File: src/rtl/proc_pkg.sv
// Shared processor definitions: opcodes, control/INT sub-codes and the
// interrupt controller state type.
package proc_pkg;

    localparam logic [3:0] OP_ALU     = 4'b0000;
    localparam logic [3:0] OP_LOAD    = 4'b1000;
    localparam logic [3:0] OP_STORE   = 4'b1001;
    localparam logic [3:0] OP_BRANCH  = 4'b1100;
    localparam logic [3:0] OP_JUMP    = 4'b1101;
    localparam logic [3:0] OP_INT     = 4'b1110;
    localparam logic [3:0] OP_CONTROL = 4'b1111;

    localparam logic [1:0] INT_DISABLE = 2'b00;
    localparam logic [1:0] INT_ENABLE  = 2'b01;
    localparam logic [1:0] INT_TRIGGER = 2'b10;
    localparam logic [1:0] INT_NOP     = 2'b11;

    localparam logic [11:0] CTRL_RETURN = 12'h000;
    localparam logic [11:0] CTRL_STC    = 12'h001;
    localparam logic [11:0] CTRL_STB    = 12'h002;
    localparam logic [11:0] CTRL_RESET  = 12'h003;
    localparam logic [11:0] CTRL_HALT   = 12'h004;

    typedef enum logic [0:0] {
        IDLE = 1'b0,
        ISR  = 1'b1
    } irq_state_t;

    // Vector address wraps modulo 2^16.
    function automatic logic [15:0] vec_addr(input logic [15:0] base,
                                             input logic [15:0] stride,
                                             input logic [2:0]  id);
        logic [15:0] off;
        off = stride * {13'b0, id};
        return base + off;
    endfunction

endpackage

File: src/rtl/irq_priority_encoder.sv
// Fixed-priority encoder: lowest set index of the pending vector wins.
module irq_priority_encoder #(
    parameter int NUM_IRQ = 4
) (
    input  logic [NUM_IRQ-1:0] pending,
    output logic               valid,
    output logic [2:0]         id,
    output logic [NUM_IRQ-1:0] grant
);

    always_comb begin
        valid = |pending;
        id    = '0;
        grant = '0;
        for (int i = NUM_IRQ - 1; i >= 0; i--) begin
            if (pending[i]) begin
                id       = 3'(i);
                grant    = '0;
                grant[i] = 1'b1;
            end
        end
    end

endmodule

File: src/rtl/irq_controller.sv
// Interrupt controller and PC-redirect sequencer for the 16-bit core.
// Optional nesting (2-level return stack) with `define IRQ_NEST_EN.
//
// state | meaning
// IDLE  | running normal code; may vector to an IRQ at a clk_en boundary
// ISR   | servicing active_irq; RETURN restores the saved PC and enable
module irq_controller
    import proc_pkg::*;
#(
    parameter int          NUM_IRQ       = 4,
    parameter logic [15:0] VECTOR_BASE   = 16'h0010,
    parameter int          VECTOR_STRIDE = 4
) (
    input  logic               clk,
    input  logic               reset_n,
    input  logic               clk_en,
    input  logic [NUM_IRQ-1:0] irq_req,
    input  logic               int_cmd,
    input  logic [1:0]         int_mode,
    input  logic [2:0]         int_sel,
    input  logic               return_cmd,
    input  logic [15:0]        pc_next_in,
    output logic               vector_taken,
    output logic [15:0]        irq_vector_pc,
    output logic               return_taken,
    output logic [15:0]        return_pc,
    output logic [NUM_IRQ-1:0] irq_ack,
    output logic               int_enabled,
    output logic               in_isr,
    output logic [2:0]         active_irq
);

    irq_state_t         state_q, state_d;
    logic               int_enabled_q, int_enabled_d;
    logic [NUM_IRQ-1:0] sw_pending_q, sw_pending_d;
    logic [15:0]        saved_pc_q, saved_pc_d;
    logic               saved_en_q, saved_en_d;
    logic [2:0]         active_irq_q, active_irq_d;

`ifdef IRQ_NEST_EN
    logic               nest_q, nest_d;
    logic [15:0]        stk_pc_q, stk_pc_d;
    logic               stk_en_q, stk_en_d;
    logic [2:0]         stk_irq_q, stk_irq_d;
`endif

    logic [NUM_IRQ-1:0] pending;
    logic               win_valid;
    logic [2:0]         win_id;
    logic [NUM_IRQ-1:0] win_grant;
    logic               int_disable, int_enable, int_trigger;
    logic [NUM_IRQ-1:0] trig_mask;
    logic               can_vector;

    assign pending = irq_req | sw_pending_q;

    irq_priority_encoder #(.NUM_IRQ(NUM_IRQ)) u_prio (
        .pending (pending),
        .valid   (win_valid),
        .id      (win_id),
        .grant   (win_grant)
    );

    assign int_disable = int_cmd & (int_mode == INT_DISABLE);
    assign int_enable  = int_cmd & (int_mode == INT_ENABLE);
    assign int_trigger = int_cmd & (int_mode == INT_TRIGGER);

    // Out-of-range TRIGGER selects produce an empty mask.
    always_comb begin
        trig_mask = '0;
        for (int i = 0; i < NUM_IRQ; i++) begin
            trig_mask[i] = (int_sel == 3'(i));
        end
    end

`ifdef IRQ_NEST_EN
    // Preemption only from the first level, by a strictly higher priority,
    // and never in the same boundary as a RETURN.
    assign can_vector = (state_q == IDLE) |
                        ((state_q == ISR) & ~nest_q & ~return_cmd &
                         (win_id < active_irq_q));
`else
    assign can_vector = (state_q == IDLE);
`endif

    assign vector_taken  = clk_en & can_vector & int_enabled_q & win_valid & ~int_disable;
    assign return_taken  = clk_en & (state_q == ISR) & return_cmd;
    assign irq_vector_pc = win_valid ? vec_addr(VECTOR_BASE, 16'(VECTOR_STRIDE), win_id) : 16'h0000;
    assign irq_ack       = vector_taken ? win_grant : '0;
    assign return_pc     = saved_pc_q;
    assign int_enabled   = int_enabled_q;
    assign in_isr        = (state_q == ISR);
    assign active_irq    = active_irq_q;

    always_comb begin
        state_d       = state_q;
        int_enabled_d = int_enabled_q;
        sw_pending_d  = sw_pending_q;
        saved_pc_d    = saved_pc_q;
        saved_en_d    = saved_en_q;
        active_irq_d  = active_irq_q;
`ifdef IRQ_NEST_EN
        nest_d        = nest_q;
        stk_pc_d      = stk_pc_q;
        stk_en_d      = stk_en_q;
        stk_irq_d     = stk_irq_q;
`endif
        if (clk_en) begin
            if (vector_taken) begin
`ifdef IRQ_NEST_EN
                if (state_q == ISR) begin
                    nest_d    = 1'b1;
                    stk_pc_d  = saved_pc_q;
                    stk_en_d  = saved_en_q;
                    stk_irq_d = active_irq_q;
                end
`endif
                saved_pc_d    = pc_next_in;
                saved_en_d    = int_enabled_q;
                int_enabled_d = 1'b0;
                active_irq_d  = win_id;
                sw_pending_d  = sw_pending_q & ~win_grant;
                state_d       = ISR;
            end else if (return_taken) begin
                int_enabled_d = saved_en_q;
`ifdef IRQ_NEST_EN
                if (nest_q) begin
                    nest_d       = 1'b0;
                    saved_pc_d   = stk_pc_q;
                    saved_en_d   = stk_en_q;
                    active_irq_d = stk_irq_q;
                end else begin
                    active_irq_d = 3'd0;
                    state_d      = IDLE;
                end
`else
                active_irq_d = 3'd0;
                state_d      = IDLE;
`endif
            end

            // INT commands override the enable restore and the pending clear.
            if (int_disable) begin
                int_enabled_d = 1'b0;
            end else if (int_enable) begin
                int_enabled_d = 1'b1;
            end
            if (int_trigger) begin
                sw_pending_d = sw_pending_d | trig_mask;
            end
        end
    end

    always_ff @(posedge clk or negedge reset_n) begin
        if (!reset_n) begin
            state_q       <= IDLE;
            int_enabled_q <= 1'b0;
            sw_pending_q  <= '0;
            saved_pc_q    <= 16'h0000;
            saved_en_q    <= 1'b0;
            active_irq_q  <= 3'd0;
        end else begin
            state_q       <= state_d;
            int_enabled_q <= int_enabled_d;
            sw_pending_q  <= sw_pending_d;
            saved_pc_q    <= saved_pc_d;
            saved_en_q    <= saved_en_d;
            active_irq_q  <= active_irq_d;
        end
    end

`ifdef IRQ_NEST_EN
    always_ff @(posedge clk or negedge reset_n) begin
        if (!reset_n) begin
            nest_q    <= 1'b0;
            stk_pc_q  <= 16'h0000;
            stk_en_q  <= 1'b0;
            stk_irq_q <= 3'd0;
        end else begin
            nest_q    <= nest_d;
            stk_pc_q  <= stk_pc_d;
            stk_en_q  <= stk_en_d;
            stk_irq_q <= stk_irq_d;
        end
    end
`endif

endmodule

File: config.mk
export PLATFORM = sky130hd
export DESIGN_NAME = irq_controller
export DESIGN_NICKNAME = d
export VERILOG_FILES = /design/src/rtl/proc_pkg.sv /design/src/rtl/irq_priority_encoder.sv /design/src/rtl/irq_controller.sv
export SDC_FILE = /design/constraint.sdc
export NUM_CORES = 1
export LEC_CHECK = 0
export ABC_AREA = 1
export CORE_MARGIN = 5
export CORE_UTILIZATION = 40
export DETAILED_ROUTE_END_ITERATION = 10
export PLACE_DENSITY = 0.84
export REMOVE_ABC_BUFFERS = 1
export SETUP_SLACK_MARGIN = 0.4
export SLEW_MARGIN = 20
export SYNTH_ARGS = -nofsm -noshare
export SYNTH_HDL_FRONTEND = slang
export SYNTH_SLANG_ARGS = --single-unit
File: constraint.sdc
create_clock -name clk -period 3.1 [get_ports clk]
set_clock_uncertainty 0.05 [all_clocks]
set_input_delay 0.93 -clock clk [delete_from_list [all_inputs] [get_ports clk]]
set_output_delay 0.93 -clock clk [all_outputs]
set_load 0.005 [all_outputs]
After elaboration in Yosys (flattened, before gate mapping) --
Cells that the tools add are included.
Storage, ports and cells: flip-flop bits (word level) 26, bits in latches 0, bits in writable memories 0, ROM bits 0, input bits 30, output and inout port bits 43, word-level logic and storage cells 56, memories 0
Operators by class: add/subtract/negate cells 1, multiply operators 0, divide/modulo/power cells 0, $lt $le $gt $ge 0, eq/ne operators 5, shift-type cells 0, multiplexer cells 21, bitwise operators 15, reduce and logical (&&, ||, !) cells 8
Operator list (count):
- 4-bit two-way mux | 8
- 1-bit AND | 9
- 2-bit two-way mux | 4
- 4-bit bitwise OR | 2
- 5-bit by 5-bit adder with 6-bit output (first input constant) | 1
- 3-bit by 2-bit == test with 1-bit output (second input constant) | 2
- 1-bit two-way mux | 6
- 3-bit two-way mux | 2
- 6-bit two-way mux | 1
- 2-bit AND reduction | 3
- 4-bit AND | 1
- 4-bit NOT | 1
- 4-bit nonzero test | 1
- 4-bit OR reduction | 1
- 3-bit by 1-bit == test with 1-bit output (second input constant) | 1
- 3-bit logical NOT | 1
- 2-bit by 1-bit == test with 1-bit output (second input constant) | 1
- 2-bit == test (second input constant) | 1
- 2-bit logical NOT | 1
- 1-bit NOT | 2
- 2-bit nonzero test | 1

Depth between registers and ports, before layout --
Gate-level depths: netlist of run 1.
word-level depth 11, depth in mapped cells 9, mapped depth without buffers 9

Modules after synthesis --
A second synthesis of run 1 with hierarchy kept.
Unflattened totals: cells, all modules 175, area total of the unflattened synthesis 1348.8 µm²
Modules (own cells, without submodules):
- irq_controller | times used 1, cells an instance 158, area each 1272.5 µm², seq. area each 650.6 µm²
- irq_priority_encoder | times used 1, cells an instance 17, area each 76.3 µm², seq. area each 0.0 µm²

Worst setup path before layout of run 1 --
No wires, ideal clock.
path type input-to-output, from input port int_mode[1], to output port irq_ack[0], arrival time 1.606 ns, data required time 2.120 ns, path slack 0.514 ns, cell stages on the path 7, path buffers 1, cells stage by stage inv_2 nand2_1 nor2_1 nor2_4 nand2_4 buf_4 nor2_1
On the way: word-level cells in the longest chain between the ends 5
RTL lines:
- start, declared | line irq_controller.sv:19 | input logic [1:0] int_mode,
- 2-bit logical NOT | line irq_controller.sv:64 | assign int_disable = int_cmd & (int_mode == INT_DISABLE);
- 1-bit AND | line irq_controller.sv:64
- 1-bit NOT | line irq_controller.sv:86 | assign vector_taken = clk_en & can_vector & int_enabled_q & win_valid & ~int_disable;
- 1-bit AND | line irq_controller.sv:86
- 4-bit two-way mux | line irq_controller.sv:89 | assign irq_ack = vector_taken ? win_grant : '0;
- end, declared | line irq_controller.sv:27 | output logic [NUM_IRQ-1:0] irq_ack,
Every way passes these cells.

Worst setup path after layout of run 1 --
from input port irq_req[0], to output port irq_ack[3]
On the way: word-level cells in the longest chain between the ends 5, elaborated cells on any way between the ends 6, classes of those cells mux (2); bitwise (3); reduce/logical (1)
RTL lines:
- start, declared | line irq_controller.sv:17 | input logic [NUM_IRQ-1:0] irq_req,
- 4-bit bitwise OR * | line irq_controller.sv:55 | assign pending = irq_req | sw_pending_q;
- 4-bit OR reduction | line irq_priority_encoder.sv:12 | valid = |pending;
- 1-bit AND (2 in series) | line irq_controller.sv:86
- 4-bit two-way mux * | line irq_controller.sv:89
Mark *: on every way between the ends. The rest lies on a longest branch, timed or not.

==> flow_summary.toml, run 1 <==
[synth]
synth.avg_cell_area_um2 = 8.15
ys_ff_latch = 25
synthDistinctLibCells = 20
ys_seq_area_frac = 0.502
netlist_area_um2 = 1250
yosysWarnings = 0
syn_inst = 153

[worst_setup_path]
crit_start = "irq_req[0]"
crit_type = "in2out"
cp-end-kind = "primary output"
slowest_delay_ns = 0.11
r2r-end = "int_enabled"
required_ns = 2.12
path_cells = "buf_6, nor2_4, nand2_2, inv_2, buf_6, nand2_4, nor2_2, buf_2"
r2r-start = "sw_pending_q[2]"
worstSetupStartpointType = "input pin"
cp_slowest_cell = "nor2_4"
path_max_fanout = 3
crit_top_cell = "buf_6"
rr_worst_depth = 16
critical_path_arrival_ns = 1.69
r2r_slack_ns = 0.70
critPathCapture = "irq_ack[3]"

[route]
drcViolationCount = 0
drt_pre_antenna_iters = 4
vias_per_cell = 4.50
wl_um = 3790
route.vias.total = 1315
ant_nets = 0
wl_per_cell_um = 13.0
dr.first_iter.drc_count = 28

[final_layout]
area_growth_pct = 70.0
final_area_um2 = 2120
drive_above_1_share = 0.335
num_antenna_cells = 0
num-nets-final = 279

[cts]
clkSinkCount = 25
holdBufCountCts = 0
clk_pin_slew_ns = 0.14
cts_max_level = 1
cts_tree = "done"
cts-buffers-inserted = 3
cts_root_buffer = "clkbuf_4"
cts_max_path_buffers = 2
clock_latency_ns = 0.31

[placed_design]
portBuffers = 58
dp_hpwl_um = 2390
gp_congestion = 0.793
dp_slack_ns = -0.384
placed_area_um2 = 1910

[pwr]
ir_drop_v = 0.000337
p_leak_nw = 1.11
power_w = 0.00138
power.density_nw_per_um2 = 651

[grt]
track_usage = 0.173
grt_pass1_wl_um = 5680
antenna_found_initial = 0
grt_overflow = 0
grt_max_degree = 26
grt_pass1_vias = 1281

[floorplanning]
die_x_um = 65.8
core_area_um2 = 3030
dieArea_um2 = 4340
placementRows = 20
initial_core_util = 0.412
die_h_um = 65.8
io_pins = 73

[sta]
fin_ws_ns = 0.428
rsz0062_at_grt = "no"
max_freq_ghz = 0.374
period_share = 0.862
setup_viol = 0
slew_viol_final = 0
report.final.hold_viol_count = 0
period_needed_ns = 2.67

[min_path]
hold_path.class = "reg2reg"
whs_path_depth = 2

[run_status]
status = "complete, no violations"

[run]
drv_cap = 0
[worst max-delay path, delay by kind of cell]
kind	cells	cell delay (ns)
buf+inv	4	0.41
simple gates	4	0.33
[final cells by class]
class / count / area (um2)
Timing Repair Buffer: 96 / 797
Sequential cell: 25 / 626
Clock inverter: 1 / 7.51
Fill cell: 257 / 907
Tap cell: 44 / 55.1
Clock buffer: 3 / 22.5
Inverter: 8 / 35.0
Multi-Input combinational cell: 115 / 578
[sequential cells by signal, indices dropped and copies added (netlist names)]
signal        count
return_pc        16
sw_pending_q      4
int_enabled       1
in_isr            1
saved_en_q        1
active_irq        2
[cell usage in the layout (no fill, tap or decap), types with 2 or more instances in the layout]
cell type and n:
nand2_1 62, clkdlybuf4s50_1 41, buf_4 37, dfrtp_1 25, conb_1 14, buf_2 13, o21ai_0 8, nor2_4 6
nand3_1 5, inv_1 4, nor2_2 3, nand2_2 3, inv_2 3, nor2_1 3, clkbuf_4 3, buf_6 3
nand2_4 2, o21ai_2 2, clkbuf_2 2
[timing repair]
action / in CTS / in global routing
buffers inserted: 19 / 3
pin swaps: 16 / 15
endpoints found under the setup margin: 9 / 8
resized for setup: 73 / 24
[cell families (layout without fill, tap and decap cells)]
group                  Yosys count  count (layout)  share of synthesized area
AND/OR/NAND/NOR                 88              88                      0.299
other                            1              14                    0.00301
flip-flops                      25              25                      0.502
AO/OA/AOI/OAI                   13              13                     0.0542
buffers and inverters           26             108                      0.142
[stage by stage]
stage	hold WS (ns)	setup TNS, ns	instances	util
floorplan	0.387	0	148	-
global placement	0.404	-2.28	266	0.631
detailed placement	0.404	-2.50	266	0.631
CTS	0.435	0	289	0.679
global route	0.441	0	292	0.700
finish	0.432	0	292	0.700
[Yosys cell counts]
master    instances  area, um2
a21oi_1           1       5.00
conb_1            1       3.75
nand2_4           1       11.3
buf_4            16        120
nand3_1           5       25.0
o31ai_1           1       7.51
nand3b_1          1       7.51
inv_1             6       22.5
nor2_4            1       11.3
nand2_1          66        248
nor3b_1           1       7.51
inv_6             1       8.76
dfrtp_1          25        626
o21ai_0          11       55.1
nand3_2           1       10.0
buf_6             2       22.5
inv_2             1       3.75
nand2_2           1       6.26
nor2_2            2       12.5
nor2_1            9       33.8
[layer usage]
layer,up-vias,GRT usage,share of wire
li1,637,-,-
met5,-,0,0
met3,18,0.0374,0.063
met4,0,0.0803,0.040
met2,56,0.309,0.53
met1,604,0.193,0.37
[worst min-delay path by stage]
| stage | startpoint | endpoint | slack, ns |
|---|---|---|---|
| after floorplan | saved_en_q | saved_en_q | 0.39 |
| after global placement | saved_en_q | saved_en_q | 0.40 |
| after detailed placement | saved_en_q | saved_en_q | 0.40 |
| after CTS | saved_en_q | saved_en_q | 0.43 |
| after global routing | saved_en_q | saved_en_q | 0.44 |
| final | saved_en_q | saved_en_q | 0.43 |
[report_power, final]
group          leakage [nW]  internal (W)  switching [W]
clock network        0.0139     0.0000492      0.0000968
logic                 0.777      0.000402       0.000282
registers             0.317      0.000463      0.0000890
total                  1.11      0.000914       0.000468
Note: power is estimated with default switching activity, not from simulation.
==> inputs of run 2 (changes only) <==
--- a/config.mk
+++ b/config.mk
@@ -6,7 +6,7 @@
 export NUM_CORES = 1
 export LEC_CHECK = 0
 export ABC_AREA = 1
-export CORE_MARGIN = 5
+export CORE_MARGIN = 2
 export CORE_UTILIZATION = 40
 export DETAILED_ROUTE_END_ITERATION = 10
 export PLACE_DENSITY = 0.84
==> flow_summary.toml, run 2 (same netlist as run 1, synthesis figures left out) <==
[final_layout]
final_common_cell = "nand2_1"
final_area_um2 = 1970
final_cells = 270
drive_above_1_share = 0.274
fillers = 270
num_antenna_cells = 0
utilization = 0.658
num-nets-final = 268
final_cell_mix = "nand2_1 (63), clkdlybuf4s50_1 (41), buf_4 (27)"
largest_reg_flops = 16
area_growth_pct = 58.3

[grt]
grt_pass1_vias = 1061
antenna_found_initial = 0
grt_pass1_wl_um = 4840
grt_overflow = 0
track_usage = 0.181
grt_max_degree = 26

[sta]
report.final.hold_viol_count = 0
setup_viol = 0
rsz0062_at_grt = "no"
max_freq_ghz = 0.377
tns_ns = 0
fin_hold_ws_ns = 0.439
slew_viol_final = 0
period_needed_ns = 2.65
period_share = 0.856

[floorplanning]
initial_core_util = 0.415
die_x_um = 59.8
dieArea_um2 = 3580
core_area_um2 = 3000
placementRows = 20
die_h_um = 59.8
io_pins = 73

[route]
drt_pre_antenna_iters = 6
drcViolationCount = 0
wl_per_cell_um = 11.4
vias_per_cell = 4.50
wl_um = 3080
dr.first_iter.drc_count = 45
ant_nets = 0
route.vias.total = 1214

[pwr]
power.density_nw_per_um2 = 669
internal_power_w = 0.000893
p_leak_nw = 1.04
switchingPower_w = 0.000427
clockPowerShare = 0.104
seqPwrFrac = 0.415
ir_drop_v = 0.000417
switching_share = 0.324
combPwrFrac = 0.481

[worst_setup_path]
cp_slowest_cell = "buf_2"
cp-end-kind = "primary output"
slowest_delay_ns = 0.13
required_ns = 2.12
crit_top_cell = "nand2_2"
path_cells = "buf_6, nor2_4, nand2_2, inv_2, nand2_2, nand2_4, nor2_1, buf_2"
crit_type = "in2out"
path_max_fanout = 4
worstSetupStartpointType = "input pin"
critical_path_arrival_ns = 1.67

[placed_design]
place_inst = 255
dp_hpwl_um = 2280
gp_congestion = 0.716
portBuffers = 58
placed_area_um2 = 1900

[min_path]
hold_path.class = "reg2reg"

[cts]
cts_max_level = 1
clk_pin_slew_ns = 0.12
cts_root_buffer = "clkbuf_4"
cts_max_path_buffers = 2
clock_latency_ns = 0.30
holdBufCountCts = 0
cts-buffers-inserted = 3
clkSinkCount = 25
cts_tree = "done"

[run]
drv_cap = 0

[run_status]
status = "complete, no violations"
## run 2: final cells by class
class | instances | area (um2) | share of cell area
flip-flops and latches | 25 | 626 | 0.317
inverters | 8 | 35.0 | 0.0177
multi-input cells | 115 | 536 | 0.271
repair buffers | 85 | 711 | 0.360
clock buffers | 4 | 26.3 | 0.0133
well taps | 33 | 41.3 | 0.0209
## run 2: metrics by stage
step	setup WS, ns	power, W
finish	0.445	0.00132
global route	0.385	0.00143
CTS	0.400	0.00132
detailed placement	-0.362	0.00115
global placement	-0.351	0.00113
floorplan	0.563	0.000755
## run 2: critical path, delay by kind of cell
family	cells	cell delay (ns)
buffers and inverters	3	0.33
AND/OR/NAND/NOR	5	0.42
## run 2: what timing repair did
action | CTS | global route
setup buffers | 10 | 1
gates resized for setup | 70 | 13
endpoints found under the setup margin | 9 | 7
pin swaps | 18 | 11
## run 2: path summary, 6_finish.rpt
path | from | to | slack, ns | cells after the start
max in group asynchronous | reset_n | return_pc[2] | 1.84 | 2
setup / recovery | irq_req[0] | irq_ack[1] | 0.45 | 8
setup reg to reg | sw_pending_q[0] | active_irq[0] | 1.23 | 12
hold / removal | saved_en_q | saved_en_q | 0.44 | 2
min in group asynchronous | reset_n | return_pc[1] | 0.92 | 2
hold reg to reg | saved_en_q | saved_en_q | 0.44 | 2
## run 2: routing by layer
layer,routed length (um),GRT usage,vias up,share of wire
met5,0,0,-,0
met4,27,0.0286,0,0.0088
met3,177,0.0433,4,0.058
met2,1680,0.326,39,0.55
met1,1190,0.220,557,0.39
li1,-,-,614,-
## run 2: power groups by stage
stage | registers [W] | logic, W | clock network [W]
after floorplan | 0.000552 | 0.000203 | 0
after global placement | 0.000542 | 0.000586 | 0
after detailed placement | 0.000549 | 0.000602 | 0
after CTS | 0.000546 | 0.000629 | 0.000144
after global routing | 0.000565 | 0.000705 | 0.000160
final | 0.000547 | 0.000635 | 0.000137
